==> src/rtl/cnn_pkg.sv <==
// Shared CNN geometry constants for the first convolution / pooling stages.
package cnn_pkg;

  localparam int CONV1_OUT_W  = 24;
  localparam int CONV1_OUT_H  = 24;
  localparam int CONV_OUT_BIT = 12;

  // Pooled map is half the conv map in each dimension (2x2, stride 2)
  localparam int POOL1_OUT_W = CONV1_OUT_W / 2;
  localparam int POOL1_OUT_H = CONV1_OUT_H / 2;

endpackage

==> src/rtl/maxpool_lane.sv <==
// One channel of ReLU + 2x2/stride-2 max pooling: hold register, half-row line buffer, compare.
// Macro MAXPOOL_RELU_EN enables ReLU (unsigned compare); undefined keeps raw signed values.
module maxpool_lane
  import cnn_pkg::*;
#(
  parameter int DATA_BIT = CONV_OUT_BIT,
  parameter int DEPTH    = POOL1_OUT_W,
  parameter int ADDR_BIT = 4
) (
  input  logic                clk,
  input  logic                rst,
  input  logic                accept,
  input  logic                col_odd,
  input  logic                row_odd,
  input  logic [ADDR_BIT-1:0] addr,
  input  logic [DATA_BIT-1:0] conv_in,
  output logic [DATA_BIT-1:0] pool_out
);

  logic [DATA_BIT-1:0] r;
  logic [DATA_BIT-1:0] hold;
  logic [DATA_BIT-1:0] pair_max;
  logic [DATA_BIT-1:0] lb_rd;
  logic [DATA_BIT-1:0] linebuf [DEPTH];

`ifdef MAXPOOL_RELU_EN
  assign r = conv_in[DATA_BIT-1] ? '0 : conv_in;

  function automatic logic [DATA_BIT-1:0] pick_max(input logic [DATA_BIT-1:0] a,
                                                   input logic [DATA_BIT-1:0] b);
    return (a > b) ? a : b;
  endfunction
`else
  assign r = conv_in;

  function automatic logic [DATA_BIT-1:0] pick_max(input logic [DATA_BIT-1:0] a,
                                                   input logic [DATA_BIT-1:0] b);
    return ($signed(a) > $signed(b)) ? a : b;
  endfunction
`endif

  assign pair_max = pick_max(hold, r);
  assign lb_rd    = linebuf[addr];

  always_ff @(posedge clk or negedge rst) begin
    if (!rst) begin
      hold     <= '0;
      pool_out <= '0;
    end else if (accept) begin
      if (!col_odd) begin
        hold <= r;
      end else if (row_odd) begin
        pool_out <= pick_max(lb_rd, pair_max);
      end
    end
  end

  // Not reset: every even row rewrites an entry before the odd row reads it
  always_ff @(posedge clk) begin
    if (accept && col_odd && !row_odd) begin
      linebuf[addr] <= pair_max;
    end
  end

endmodule

==> src/rtl/maxpool_relu_3ch.sv <==
// Three-channel ReLU + 2x2 max pooling over a raster conv stream; owns the shared counters.
// Macro MAXPOOL_RELU_EN selects ReLU-enabled lanes (see maxpool_lane).
module maxpool_relu_3ch
  import cnn_pkg::*;
#(
  parameter int WIDTH    = CONV1_OUT_W,
  parameter int HEIGHT   = CONV1_OUT_H,
  parameter int DATA_BIT = CONV_OUT_BIT
) (
  input  logic                clk,
  input  logic                rst,
  input  logic                valid_in,
  input  logic [DATA_BIT-1:0] conv_in_1,
  input  logic [DATA_BIT-1:0] conv_in_2,
  input  logic [DATA_BIT-1:0] conv_in_3,
  output logic [DATA_BIT-1:0] pool_out_1,
  output logic [DATA_BIT-1:0] pool_out_2,
  output logic [DATA_BIT-1:0] pool_out_3,
  output logic                valid_out,
  output logic                frame_done
);

  localparam int COL_BIT  = $clog2(WIDTH);
  localparam int ROW_BIT  = $clog2(HEIGHT);
  localparam int ADDR_BIT = COL_BIT - 1;
  localparam logic [COL_BIT-1:0] COL_LAST = COL_BIT'(WIDTH - 1);
  localparam logic [ROW_BIT-1:0] ROW_LAST = ROW_BIT'(HEIGHT - 1);

  logic [COL_BIT-1:0]  col;
  logic [ROW_BIT-1:0]  row;
  logic                col_odd;
  logic                row_odd;
  logic                last_col;
  logic                last_row;
  logic [ADDR_BIT-1:0] addr;

  assign col_odd  = col[0];
  assign row_odd  = row[0];
  assign last_col = (col == COL_LAST);
  assign last_row = (row == ROW_LAST);
  assign addr     = col[COL_BIT-1:1];

  always_ff @(posedge clk or negedge rst) begin
    if (!rst) begin
      col <= '0;
      row <= '0;
    end else if (valid_in) begin
      if (last_col) begin
        col <= '0;
        row <= last_row ? '0 : row + 1'b1;
      end else begin
        col <= col + 1'b1;
      end
    end
  end

  // Pooled pixel completes on the bottom-right (odd row, odd col) input
  always_ff @(posedge clk or negedge rst) begin
    if (!rst) begin
      valid_out  <= 1'b0;
      frame_done <= 1'b0;
    end else begin
      valid_out  <= valid_in && col_odd && row_odd;
      frame_done <= valid_in && last_col && last_row;
    end
  end

  maxpool_lane #(
    .DATA_BIT(DATA_BIT),
    .DEPTH   (WIDTH / 2),
    .ADDR_BIT(ADDR_BIT)
  ) u_lane_1 (
    .clk     (clk),
    .rst     (rst),
    .accept  (valid_in),
    .col_odd (col_odd),
    .row_odd (row_odd),
    .addr    (addr),
    .conv_in (conv_in_1),
    .pool_out(pool_out_1)
  );

  maxpool_lane #(
    .DATA_BIT(DATA_BIT),
    .DEPTH   (WIDTH / 2),
    .ADDR_BIT(ADDR_BIT)
  ) u_lane_2 (
    .clk     (clk),
    .rst     (rst),
    .accept  (valid_in),
    .col_odd (col_odd),
    .row_odd (row_odd),
    .addr    (addr),
    .conv_in (conv_in_2),
    .pool_out(pool_out_2)
  );

  maxpool_lane #(
    .DATA_BIT(DATA_BIT),
    .DEPTH   (WIDTH / 2),
    .ADDR_BIT(ADDR_BIT)
  ) u_lane_3 (
    .clk     (clk),
    .rst     (rst),
    .accept  (valid_in),
    .col_odd (col_odd),
    .row_odd (row_odd),
    .addr    (addr),
    .conv_in (conv_in_3),
    .pool_out(pool_out_3)
  );

endmodule
==> config.mk <==
export PLATFORM = sky130hd
export DESIGN_NAME = maxpool_relu_3ch
export DESIGN_NICKNAME = d
export VERILOG_FILES = /design/src/rtl/cnn_pkg.sv /design/src/rtl/maxpool_lane.sv /design/src/rtl/maxpool_relu_3ch.sv
export SDC_FILE = /design/constraint.sdc
export NUM_CORES = 1
export LEC_CHECK = 0
export ABC_CLOCK_PERIOD_IN_PS = 11550
export CORE_ASPECT_RATIO = 1.4
export CORE_MARGIN = 4
export CORE_UTILIZATION = 45
export CTS_CLUSTER_SIZE = 8
export DETAILED_ROUTE_END_ITERATION = 16
export PLACE_DENSITY = 0.66
export RECOVER_POWER = 100
export SETUP_SLACK_MARGIN = 0.1
export SLEW_MARGIN = 20
export SYNTH_ARGS = -nofsm -noshare
export SYNTH_HDL_FRONTEND = slang
export SYNTH_SLANG_ARGS = --single-unit
==> constraint.sdc <==
create_clock -name clk -period 11.55 [get_ports clk]
set_input_delay 2.31 -clock clk [delete_from_list [all_inputs] [get_ports clk]]
set_output_delay 2.31 -clock clk [all_outputs]
set_load 0.01 [all_outputs]
Word level (Yosys, flattened, before mapping)
Memory sizes are Yosys's and may differ from the RTL's.
Cells that the tools add are included.
{ "totals": {"memories": 3, "output_inout_bits": 38, "ram_bits": 432, "in_bits": 39, "word_cells": 43, "regBits": 84} }
{ "memory_table": {"columns": ["memory", "words", "word_bits", "read_ports", "rd_ports_with_merged_regs", "write_ports", "line_no", "rtl"], "rows": [
  ["u_lane_1.linebuf", 12, 12, 1, 0, 1, "maxpool_lane.sv:24", "logic [DATA_BIT-1:0] linebuf [DEPTH];"],
  ["u_lane_2.linebuf", 12, 12, 1, 0, 1, "maxpool_lane.sv:24", null],
  ["u_lane_3.linebuf", 12, 12, 1, 0, 1, "maxpool_lane.sv:24", null]
]} }
{ "op_classes": {"n_bitwise": 1, "magnitude_cmp": 6, "n_reduce_logical": 9, "mux": 10, "n_eq_ne": 2, "n_addsub": 2} }
{ "op_table": {"columns": ["cell", "n"], "rows": [
  ["$gt A12 B12 Y1", 6],
  ["$mux W12", 6],
  ["$add A5 B1 Y5 const B", 2],
  ["$eq A5 B5 Y1 const B", 2],
  ["$mux W5", 2],
  ["$logic_and A1 B1 Y1", 5],
  ["$reduce_and A2 Y1", 2],
  ["$reduce_and A3 Y1", 1],
  ["$mux W1", 2],
  ["$logic_not A1 Y1", 1],
  ["$not A1 Y1", 1]
]} }

Depth between registers and ports, before layout
Gate-level depths: netlist of run 1.
{ "logic_depth": {"word_depth": 4, "depth_mapped": 19, "mapped_depth_nobuf": 17} }

Hierarchy
Synthesis of run 1 repeated with hierarchy kept, for this count alone.
{ "hier_totals": {"hier_cells": 1459, "hier_area_um2": 23312.4} }
{ "by_module_without_submodules": {"columns": ["mod", "cells_each", "instances", "seq_area_each_um2", "area_each_um2"], "rows": [
  ["maxpool_lane (u_lane_2 ...)", 478, 2, 4924.7, 7674.9],
  ["maxpool_lane (u_lane_1)", 452, 1, 4924.7, 7390.8],
  ["maxpool_relu_3ch", 51, 1, 300.3, 571.8]
]} }

Worst setup path before layout of run 1
No wires, ideal clock.
{ "synth_path": {"kind": "in2reg", "startpoint": "input port valid_in", "endpoint": "memory u_lane_1.linebuf[4][0] (netlist bit) (enable)", "stages": 4, "t_required_ns": 11.076, "arrival_time_ns": 5.516, "path_buffers": 1, "slack_ns": 5.560, "setup_ns": 0.474, "path_cell_list": "clkbuf_1 > nand2_1 > or3_1 > nor3_1"} }
{ "synth_via": {"elab_chain_cells": 4} }
{ "synth_rtl": {"columns": ["item", "line_no", "rtl"], "rows": [
  ["from (decl)", "maxpool_relu_3ch.sv:12", "input logic valid_in,"],
  ["$logic_and A1 B1 Y1 (2 in series)", "maxpool_lane.sv:60", "if (accept && col_odd && !row_odd) begin"],
  ["$mux W1", "maxpool_lane.sv:60", null],
  ["$mux W1 (implied by the code)", "maxpool_lane.sv:61", "linebuf[addr] <= pair_max;"],
  ["to (decl)", "maxpool_lane.sv:24", null]
]} }
Every way passes these cells.

Worst setup path in the final report of run 1
{ "layout_path": {"startpoint": "input port conv_in_1[11]", "endpoint": "register u_lane_1.pool_out[11]"} }
{ "layout_via": {"elab_chain_cells": 4} }
{ "layout_rtl": {"columns": ["item", "line_no", "rtl"], "rows": [
  ["from (decl)", "maxpool_relu_3ch.sv:13", "input logic [DATA_BIT-1:0] conv_in_1,"],
  ["$gt A12 B12 Y1", "maxpool_lane.sv:38", "return ($signed(a) > $signed(b)) ? a : b;"],
  ["$mux W12 (*)", "maxpool_lane.sv:38", null],
  ["$gt A12 B12 Y1", "maxpool_lane.sv:38", null],
  ["$mux W12 (*)", "maxpool_lane.sv:38", null],
  ["to (signal assigned)", "maxpool_lane.sv:53", "pool_out <= pick_max(lb_rd, pair_max);"],
  ["to (decl)", "maxpool_lane.sv:17", "output logic [DATA_BIT-1:0] pool_out"]
]} }
Mark *: on every way between the ends. The rest lies on a longest branch, timed or not.
A chain may end at the register's enable or synchronous reset.

==> impl_metrics.toml, run 1 <==
[route]
drt_iter0_drc = 1079
dr.max_layer_used = "met4"
met2RoutedLength_mm = 26.2
wl_mm = 51.3
met3_wirelength_mm = 3.03
avgRoutedWirePerCell_um = 23.3
drc = 0
ant_nets = 0
num_vias = 12800
drt_pass1_iterations = 10
viasPerCell = 5.82
m1WireLength_mm = 20.9

[placement]
dp.cells = 2067
gp_congestion = 0.824
post-place-ws_ns = 4.09
post_dp_cell_area_um2 = 24000
dp_hpwl_mm = 30.2
port_buffers = 76

[logic_synthesis]
synth_top_cell_by_area = "sky130_fd_sc_hd__edfxtp_1"
synth_compound_gate_area_share_pct = 7.95
synthXorXnorAreaFrac_pct = 0.117
post-synth-top-count-cell = "sky130_fd_sc_hd__edfxtp_1"
number_of_unique_standard_cell_types_used_by_synthesis = 60
synth.top_cells.by_count = "432 x sky130_fd_sc_hd__edfxtp_1, 126 x sky130_fd_sc_hd__nand2_1, 108 x sky130_fd_sc_hd__mux4_2"
muxShareOfSynthArea_pct = 12.6
synthesis.nets = 1517
post_synth.cell_area_avg_um2 = 16.1
synthesis.area_um2 = 22500
number_of_enable_flip_flop_cells_after_synthesis = 432
async_reset_ff_share_pct = 16.3
area_share_of_fa_ha_maj_cells_after_synthesis_pct = 4.11
synth_top_family_by_area = "multiplexers"
synth_top_flop_cell = "sky130_fd_sc_hd__edfxtp_1"
synthesis.yosys.warnings = 0
ys_top_cells_by_area = "sky130_fd_sc_hd__edfxtp_1 58%, sky130_fd_sc_hd__mux4_2 11%, sky130_fd_sc_hd__dfrtp_1 9.3%"
synthSimpleGateAreaFrac_pct = 5.13
syn_inst = 1404
synth-seq-area-share_pct = 66.9
ys_ff_latch = 516
yosys.area.top_type_share_pct = 57.6

[setup_path]
worstPathBufferInverterCount = 2
launch_point_of_the_worst_reg_to_reg_path = "col[3]"
worst-path-stages = 17
worstPathCellList = "dlygate4sd3_1, inv_1, ha_1, nand4_1, nor2_2, a21o_1, nor2_1, nor3_1, a222oi_1, ha_1, and3_1, and3_1, o21a_1, a2111oi_0, a221o_1, nand2_1, o221ai_1"
critical_path.slowest_cell = "sky130_fd_sc_hd__nor3_1"
worstSetupStartpoint = "conv_in_1[11]"
timing.critical_path.max_delay_family = "simple AND/OR/NAND/NOR gates"
critical_path.max_fanout = 15
cp_data_arrival_time_ns = 7.63
timing.critical_path.to_type = "register"
reg2regPathDepth = 5
critPathLaunchType = "primary input"
crit_type = "in2reg"
maximum_cell_stage_delay_along_the_critical_path_ns = 0.84
worst_ep_required_time_ns = 12.02

[floorplan]
floorplan.die.height_um = 273
core.rowCount = 96
floorplan.die.width_um = 197
dieArea_um2 = 53800
pin_count = 77
initial_core_util_pct = 45.8
floorplan.core_area_um2 = 49200

[clock_tree]
tritoncts = "yes"
clock_latency_ns = 0.57
clock_sinks = 516
clock_tree.buffer_depth = 3
cts-htree-levels = 3
cts_resized = 0
tritoncts.num_buffers = 74
cts_hold_repair.buffers = 0
cts.reportedPaths.clkPinSlew_ns = 0.05
cts_post_setup_buffers_inserted = 0
cts_root_buf = "sky130_fd_sc_hd__clkbuf_16"

[timing]
fmax_ghz = 0.140
worst-slew-pin-transition_ns = 3.09
finalClockSkew_ns = 0.0179
setup_tns_ns = 0
worst_slew_margin_rel_pct = -106
finalSetupViolations = 0
final_min_period_over_clock_period_pct = 61.9
layout_min_cycle_time_ns = 7.15
grt_setup_unrepaired = "no"
final.hold.worst_slack_ns = 0.488
finalHoldViolations = 0
final.setup.worst_slack_ns = 4.40
timing_max_transition_violations_final = 572

[outcome]
violated_checks = "capacitance limit, slew limit"
run_status = "finished with violations"

[layout]
layout.cell_area.non_filler_um2 = 26000
areaGrowthSynthToFinish_pct = 15.4
finalNetCount = 1620
share_of_layout_cells_above_drive_strength_1_pct = 13.7
finish.cell_count_without_fillers = 2201
layout.filler_cells = 4019
layout.core_utilization_pct = 52.8
num_antenna_cells = 0

[pwr]
peakVddDrop_mv = 0.117
clock_power_share_pct = 29.9
share_seq_of_total_power_pct = 38.7
power_mw = 6.67
power.density_cell_area_nw_per_um2 = 256
power.switching_mw = 2.12
net_switching_share_of_the_total_power_pct = 31.8
intPower_mw = 4.55
power.share.combinational_pct = 31.4
power.leakage_nw = 9.52

[min_path]
worst_hold_startpoint = "u_lane_1.pool_out[11]"
worst_hold_path.num_cells = 2
timing.hold.worst.class = "reg2reg"

[grt]
antenna_found_initial = 1
grt_first_pass_wirelength_mm = 79.5
groute.usage.overall_pct = 19.3
sum_of_overflow_across_all_layers_after_global_routing = 0
grt_max_degree = 61
first_global_vias = 13500

[flow_run]
drv_cap = 22
logic make-up after synthesis:
logic type / after synthesis
compound gates: 244
xor+xnor: 3
fa+ha+maj: 74
buf+inv: 176
flops: 516
mux: 149
simple gates: 242
worst register-to-register path, stage by stage, from the launching register on:
cell and delay, ns:
sky130_fd_sc_hd__dfrtp_2 0.34, sky130_fd_sc_hd__buf_4 0.69, sky130_fd_sc_hd__nand2b_1 0.28, sky130_fd_sc_hd__or3_1 0.43, sky130_fd_sc_hd__nor3_1 1.29, sky130_fd_sc_hd__clkbuf_1 1.77
layout make-up:
type,instances,area [um2],share of cell area (%)
clock buffer,130,2100,8.09
clock inverter,3,55.1,0.212
inverter,104,390,1.50
multi-input combinational,712,6710,25.8
sequential,516,15100,58.0
tap,637,797,3.06
timing repair buffer,99,880,3.38
power groups by stage:
stage / Clock [mW] / Sequential (mW) / Combinational (mW)
global route: 2.12 / 2.60 / 2.33
CTS: 2.03 / 2.61 / 2.12
finish: 1.99 / 2.58 / 2.09
global placement: 0 / 2.64 / 2.05
floorplan: 0 / 2.51 / 1.60
detailed placement: 0 / 2.64 / 2.11
per-layer routing:
layer	track usage [%]	up-vias
met4	6.06	0
met3	2.94	83
met1	25.7	6550
met2	32.7	432
li1	-	5742
met5	0	-
registers in the layout, summed over array words and instances, names as in the netlist, 12 cells and up:
name,flops
u_lane_1.hold,12
u_lane_1.linebuf,144
u_lane_1.pool_out,12
u_lane_2.hold,12
u_lane_2.linebuf,144
u_lane_2.pool_out,12
u_lane_3.hold,12
u_lane_3.linebuf,144
u_lane_3.pool_out,12
path summary, 6_finish.rpt:
kind                                     endpoint  slack, ns
min in group asynchronous        u_lane_2.hold[7]       2.42
min                         u_lane_1.pool_out[11]       0.49
max                         u_lane_1.pool_out[11]       4.40
max reg2reg                u_lane_2.linebuf[4][4]       6.28
max in group asynchronous                  col[1]       5.13
min reg2reg                 u_lane_1.pool_out[11]       0.49
cells in the final DEF (no fill, tap or decap), types with 3 or more instances in the layout:
cell type,n
sky130_fd_sc_hd__edfxtp_1,432
sky130_fd_sc_hd__nand2_1,126
sky130_fd_sc_hd__mux4_2,108
sky130_fd_sc_hd__inv_1,104
sky130_fd_sc_hd__dfrtp_1,80
sky130_fd_sc_hd__clkbuf_16,76
sky130_fd_sc_hd__ha_1,74
sky130_fd_sc_hd__clkbuf_1,71
sky130_fd_sc_hd__o21ai_0,51
sky130_fd_sc_hd__dlygate4sd3_1,43
sky130_fd_sc_hd__a21oi_1,37
sky130_fd_sc_hd__mux2i_1,36
sky130_fd_sc_hd__o21a_1,34
sky130_fd_sc_hd__clkdlybuf4s50_1,32
sky130_fd_sc_hd__o221ai_1,24
sky130_fd_sc_hd__nor2_1,23
sky130_fd_sc_hd__a22o_1,22
sky130_fd_sc_hd__a222oi_1,22
sky130_fd_sc_hd__nand2b_1,17
sky130_fd_sc_hd__nand3_1,16
sky130_fd_sc_hd__nand4_1,15
sky130_fd_sc_hd__o211ai_1,15
sky130_fd_sc_hd__a21o_1,11
sky130_fd_sc_hd__and3_1,7
sky130_fd_sc_hd__nor3_1,7
sky130_fd_sc_hd__buf_4,6
sky130_fd_sc_hd__nor3_2,5
sky130_fd_sc_hd__nor2b_1,5
sky130_fd_sc_hd__mux2_2,5
sky130_fd_sc_hd__o21ai_1,4
sky130_fd_sc_hd__a2111oi_0,4
sky130_fd_sc_hd__nand4b_1,3
sky130_fd_sc_hd__nor4_1,3
sky130_fd_sc_hd__a211oi_1,3
sky130_fd_sc_hd__a211o_1,3
sky130_fd_sc_hd__and4_1,3
(Power assumes the default switching activity.)
==> run 2, diff against run 1 <==
--- a/config.mk
+++ b/config.mk
@@ -5,13 +5,13 @@
 export SDC_FILE = /design/constraint.sdc
 export NUM_CORES = 1
 export LEC_CHECK = 0
-export ABC_CLOCK_PERIOD_IN_PS = 11550
+export ABC_CLOCK_PERIOD_IN_PS = 6400
 export CORE_ASPECT_RATIO = 1.4
 export CORE_MARGIN = 4
 export CORE_UTILIZATION = 45
 export CTS_CLUSTER_SIZE = 8
 export DETAILED_ROUTE_END_ITERATION = 16
-export PLACE_DENSITY = 0.66
+export PLACE_DENSITY = 0.68
 export RECOVER_POWER = 100
 export SETUP_SLACK_MARGIN = 0.1
 export SLEW_MARGIN = 20
==> constraint.sdc (replaced) <==
create_clock -name clk -period 6.4 [get_ports clk]
set_input_delay 1.28 -clock clk [delete_from_list [all_inputs] [get_ports clk]]
set_output_delay 1.28 -clock clk [all_outputs]
set_load 0.01 [all_outputs]
==> impl_metrics.toml, run 2 (synthesized netlist as in run 1, its figures left out) <==
[clock_tree]
cts_post_setup_buffers_inserted = 0
tritoncts.num_buffers = 74
tritoncts = "yes"
cts_root_buf = "sky130_fd_sc_hd__clkbuf_16"
cts_resized = 0
clock_sinks = 516
cts.reportedPaths.clkPinSlew_ns = 0.05
clock_latency_ns = 0.60
clock_tree.buffer_depth = 3
cts-htree-levels = 3
cts_hold_repair.buffers = 0

[setup_path]
timing.critical_path.to_type = "register"
critical-path-top-cell-by-count = "sky130_fd_sc_hd__ha_1"
worst_ep_required_time_ns = 6.88
reg2reg_setup_slack_ns = 1.13
critical_path.max_fanout = 15
critPathLaunchType = "primary input"
launch_point_of_the_worst_reg_to_reg_path = "col[1]"
reg2regPathDepth = 5
critical_path.slowest_cell = "sky130_fd_sc_hd__nor3_1"
cp_data_arrival_time_ns = 6.52
worstPathCellList = "clkdlybuf4s50_1, inv_1, ha_1, nand2_1, o21ai_0, a21o_4, nor2_1, nor3_1, a222oi_1, ha_1, a41oi_1, o21ai_1, a211oi_1, a21oi_1, or3b_1, or2_1, o221ai_1"
critical_path.reg2reg.endpoint = "u_lane_3.linebuf[7][5]"
crit_type = "in2reg"
maximum_cell_stage_delay_along_the_critical_path_ns = 0.94

[route]
ant_nets = 0
drt_iter0_drc = 1255
drt_pass1_iterations = 7
num_vias = 13000
avgRoutedWirePerCell_um = 23.3
viasPerCell = 5.89
wl_mm = 51.6
drc = 0

[floorplan]
core.rowCount = 96
floorplan.core_area_um2 = 49200
pin_count = 77
floorplan.die.height_um = 273
initial_core_util_pct = 45.8
dieArea_um2 = 53800
floorplan.die.width_um = 197

[timing]
finalSetupViolations = 0
fmax_ghz = 0.166
final_min_period_over_clock_period_pct = 94.3
finalHoldViolations = 0
layout_min_cycle_time_ns = 6.04
timing_max_transition_violations_final = 437
setup_tns_ns = 0
worst-slew-pin-transition_ns = 2.90
finalClockSkew_ns = 0.0260
worst_slew_margin_rel_pct = -94.1
grt_setup_unrepaired = "no"
final.hold.worst_slack_ns = 0.491

[min_path]
worst_hold_startpoint = "u_lane_1.pool_out[6]"
worst_hold_path.num_cells = 2
timing.hold.worst.class = "reg2reg"
hold_path_end = "u_lane_1.pool_out[6]"

[placement]
gp_congestion = 0.827
port_buffers = 76
post_dp_cell_area_um2 = 24200
dp.cells = 2085
dp_hpwl_mm = 31.2

[pwr]
clock_power_share_pct = 29.9
net_switching_share_of_the_total_power_pct = 32.4
power_mw = 12.1
power.density_cell_area_nw_per_um2 = 464
power.share.combinational_pct = 31.4
share_seq_of_total_power_pct = 38.7
power.switching_mw = 3.93
power.leakage_nw = 9.56
intPower_mw = 8.18
peakVddDrop_mv = 0.294

[outcome]
violated_checks = "capacitance limit, slew limit"
run_status = "finished with violations"

[grt]
grt_max_degree = 53
groute.usage.overall_pct = 19.5
sum_of_overflow_across_all_layers_after_global_routing = 0
first_global_vias = 13600
antenna_found_initial = 2
grt_first_pass_wirelength_mm = 80.5

[layout]
layout.cell_area.non_filler_um2 = 26100
mostFrequentLayoutCell = "sky130_fd_sc_hd__edfxtp_1"
biggestRegsByFlops = "u_lane_1.linebuf x144, u_lane_2.linebuf x144, u_lane_3.linebuf x144"
most-common-layout-cells = "432 x sky130_fd_sc_hd__edfxtp_1, 126 x sky130_fd_sc_hd__nand2_1, 108 x sky130_fd_sc_hd__mux4_2"
finish.cell_count_without_fillers = 2216
finalNetCount = 1637
areaGrowthSynthToFinish_pct = 15.8
share_of_layout_cells_above_drive_strength_1_pct = 13.9

[flow_run]
drv_cap = 18
run 2: cell types whose count changed in the layout (fill, tap and decap cells not counted), moves of 2 or more:
cell / before / now
sky130_fd_sc_hd__clkbuf_1: 71 / 75
sky130_fd_sc_hd__clkbuf_16: 76 / 74
sky130_fd_sc_hd__nor2_1: 23 / 26
sky130_fd_sc_hd__clkinv_16: 0 / 2
sky130_fd_sc_hd__buf_4: 6 / 12
sky130_fd_sc_hd__clkinv_8: 1 / 3
sky130_fd_sc_hd__a21o_4: 0 / 2
sky130_fd_sc_hd__nor3_1: 7 / 10
sky130_fd_sc_hd__nor3_2: 5 / 2
sky130_fd_sc_hd__nor2_4: 2 / 0
sky130_fd_sc_hd__clkbuf_2: 0 / 2
sky130_fd_sc_hd__a21o_1: 11 / 9
run 2: final cells by class:
class                      instances  area (um2)
fill                            3923       23100
sequential                       516       15100
multi-input combinational        712        6690
clock buffer                     122        2030
timing repair buffer             116         952
tap                              637         797
inverter                         104         390
clock inverter                     8         156
antenna                            1        2.50
run 2: metal layers:
metal  routed length [um]  track usage [%]  up-vias
met4                 1350             6.70        0
met1                20400             25.6     6687
li1                     -                -     5758
met3                 3530             3.05      104
met2                26400             33.3      496
met5                    0                0        -
run 2: worst max path at each step:
| stage | cells past startpoint | to | startpoint | slack (ns) |
|---|---|---|---|---|
| 3_5_place_dp | 17 | u_lane_3.pool_out[9] | conv_in_3[11] | -0.06 |
| 2_1_floorplan | 4 | u_lane_1.linebuf[4][0] | valid_in | 1.44 |
| 6_report | 17 | u_lane_3.pool_out[9] | conv_in_3[11] | 0.36 |
| 4_1_cts | 17 | u_lane_3.pool_out[9] | conv_in_3[11] | 0.55 |
| 5_1_grt | 17 | u_lane_3.pool_out[9] | conv_in_3[11] | 0.1 |
| 3_3_place_gp | 17 | u_lane_3.pool_out[4] | conv_in_3[11] | 0.11 |
run 2: stage by stage:
| stage | util (%) | setup slack [ns] |
|---|---|---|
| final | 53.0 | 0.363 |
| after floorplan | - | 1.44 |
| after CTS | 53.5 | 0.552 |
| after global routing | 53.0 | 0.0951 |
| after detailed placement | 49.1 | -0.0613 |
| after global placement | 49.1 | 0.112 |
run 2: critical path: cells and delay by family:
kind	cells	cell delay, ns
compound gates	8	1.86
simple gates	5	1.92
buf+inv	2	0.60
fa+ha+maj	2	0.86
run 2: power by group through the flow:
stage | clock network (mW) | registers [mW] | logic [mW]
after floorplan | 0 | 4.53 | 2.88
after global placement | 0 | 4.74 | 3.80
after detailed placement | 0 | 4.76 | 3.91
after CTS | 3.69 | 4.70 | 3.93
after global routing | 3.86 | 4.74 | 4.21
final | 3.62 | 4.69 | 3.80
==> run 3, diff against run 2 <==
--- a/config.mk
+++ b/config.mk
@@ -5,13 +5,13 @@
 export SDC_FILE = /design/constraint.sdc
 export NUM_CORES = 1
 export LEC_CHECK = 0
-export ABC_CLOCK_PERIOD_IN_PS = 6400
+export ABC_CLOCK_PERIOD_IN_PS = 7400
 export CORE_ASPECT_RATIO = 1.4
 export CORE_MARGIN = 4
 export CORE_UTILIZATION = 45
 export CTS_CLUSTER_SIZE = 8
 export DETAILED_ROUTE_END_ITERATION = 16
-export PLACE_DENSITY = 0.68
+export PLACE_DENSITY = 0.66
 export RECOVER_POWER = 100
 export SETUP_SLACK_MARGIN = 0.1
 export SLEW_MARGIN = 20
==> constraint.sdc (replaced) <==
create_clock -name clk -period 7.4 [get_ports clk]
set_input_delay 1.48 -clock clk [delete_from_list [all_inputs] [get_ports clk]]
set_output_delay 1.48 -clock clk [all_outputs]
set_load 0.01 [all_outputs]
==> impl_metrics.toml, run 3 (synthesized netlist as in run 1, its figures left out) <==
[grt]
groute.usage.overall_pct = 19.2
met3_usage_pct = 3.02
globalRoute.busiestLayer = "met2"
grt_util_met2_pct = 33.0
global_route.usage.met1_pct = 25.2
grt_max_degree = 72
grt_first_pass_wirelength_mm = 79.4
antenna_found_initial = 0
sum_of_overflow_across_all_layers_after_global_routing = 0
first_global_vias = 13400

[pwr]
net_switching_share_of_the_total_power_pct = 31.9
power.leakage_nw = 9.51
power.density_cell_area_nw_per_um2 = 399
peakVddDrop_mv = 0.195
power.switching_mw = 3.31
intPower_mw = 7.07
power.share.combinational_pct = 31.3
share_seq_of_total_power_pct = 39.0
clock_power_share_pct = 29.7

[route]
drt_iter0_drc = 1166
drt_pass1_iterations = 7
drc = 0
viasPerCell = 5.80
avgRoutedWirePerCell_um = 23.3
wl_mm = 51.2
num_vias = 12800
ant_nets = 0

[timing]
final_min_period_over_clock_period_pct = 85.0
grt_setup_unrepaired = "no"
finalHoldViolations = 0
timing_max_transition_violations_final = 590
setup_tns_ns = 0
finalSetupViolations = 0
fmax_ghz = 0.159
final.hold.worst_slack_ns = 0.481
finalClockSkew_ns = 0.0199
layout_min_cycle_time_ns = 6.29
worst_slew_margin_rel_pct = -100
worst-slew-pin-transition_ns = 3.00

[min_path]
timing.hold.worst.class = "reg2reg"
worst_hold_path.num_cells = 2

[layout]
most-common-layout-cells = "432 x sky130_fd_sc_hd__edfxtp_1, 126 x sky130_fd_sc_hd__nand2_1, 108 x sky130_fd_sc_hd__mux4_2"
areaGrowthSynthToFinish_pct = 15.2
finalNetCount = 1619
num_antenna_cells = 0
mostFrequentLayoutCell = "sky130_fd_sc_hd__edfxtp_1"
biggestRegsByFlops = "u_lane_1.linebuf x144, u_lane_2.linebuf x144, u_lane_3.linebuf x144"
share_of_layout_cells_above_drive_strength_1_pct = 13.4

[setup_path]
maximum_cell_stage_delay_along_the_critical_path_ns = 0.74
critPathLaunchType = "primary input"
crit_type = "in2reg"
reg2regPathDepth = 13
worst_ep_required_time_ns = 7.87
worstPathCellList = "dlygate4sd3_1, inv_1, ha_1, nand4_1, nor2_1, a21o_1, nor2_1, and3_1, a2111oi_0, inv_1, ha_1, nor2b_1, o211ai_1, a21o_1, nand4b_1, or3b_1, or2_1, o221ai_1"
cp_data_arrival_time_ns = 6.76
timing.critical_path.to_type = "register"
critical_path.max_fanout = 15
critical_path.slowest_cell = "sky130_fd_sc_hd__a2111oi_0"

[clock_tree]
tritoncts = "yes"
cts_post_setup_buffers_inserted = 0
cts-htree-levels = 3
tritoncts.num_buffers = 74
cts_root_buf = "sky130_fd_sc_hd__clkbuf_16"
clock_tree.buffer_depth = 3
clock_sinks = 516
clock_latency_ns = 0.58
cts.reportedPaths.clkPinSlew_ns = 0.05
cts_hold_repair.buffers = 0
cts_resized = 0

[floorplan]
pin_count = 77
floorplan.die.height_um = 273
floorplan.core_area_um2 = 49200
dieArea_um2 = 53800
floorplan.die.width_um = 197
initial_core_util_pct = 45.8
core.rowCount = 96

[outcome]
run_status = "finished with violations"
violated_checks = "capacitance limit, slew limit"

[placement]
dp_hpwl_mm = 29.8
port_buffers = 76
gp_congestion = 0.865

[flow_run]
drv_cap = 19
-- run 3: cell types whose count changed in the layout (fill, tap and decap cells not counted), sizes merged --
cell,delta
diode,-1
clkinv,-3
inv,-1
clkbuf,-4
buf,-5
bufinv,-1
-- run 3: worst paths after layout --
check                      slack (ns)                    to            startpoint
hold reg to reg                  0.48  u_lane_1.pool_out[5]  u_lane_1.pool_out[5]
max in group asynchronous        1.85                col[2]                   rst
setup reg to reg                 1.37  u_lane_3.pool_out[0]                col[1]
min in group asynchronous        1.62      u_lane_2.hold[6]                   rst
setup / recovery                 1.11  u_lane_3.pool_out[0]         conv_in_3[11]
hold / removal                   0.48  u_lane_1.pool_out[5]  u_lane_1.pool_out[5]
-- run 3: through the flow --
step	instances	setup WS (ns)	util (%)	total power, mW	area, um2
floorplan	1404	2.24	-	6.41	22500
global placement	2067	0.894	48.9	7.33	24100
finish	2201	1.11	52.7	10.4	26000
global route	2201	0.614	52.7	11.0	26000
detailed placement	2067	0.771	48.9	7.43	24100
CTS	2201	1.39	53.2	10.5	26200
-- run 3: worst max-delay path, delay by kind of cell --
kind,cells,cell delay (ns)
adder cells (fa/ha/maj),2,0.74
AND/OR/NAND/NOR,8,1.73
AO/OA/AOI/OAI,5,1.73
buffers and inverters,3,1.06
-- run 3: layout make-up --
type                    instances  area (um2)
flip-flops and latches        516       15100
well taps                     637         797
clock buffers                 131        2110
repair buffers                 98         877
multi-input cells             712        6690
fillers                      3972       23300
inverters                     104         390
clock inverters                 3        30.0
-- run 3: routing by layer --
layer | share of wire [%] | vias up
li1 | - | 5732
met1 | 41 | 6574
met2 | 52 | 383
met3 | 4.9 | 75
met4 | 2.1 | 0
met5 | 0 | -
-- run 3: power groups by stage --
stage	clock network, mW	registers [mW]	logic, mW
CTS	3.14	4.05	3.34
detailed placement	0	4.10	3.33
global placement	0	4.09	3.24
finish	3.08	4.04	3.25
floorplan	0	3.92	2.49
global route	3.28	4.08	3.64
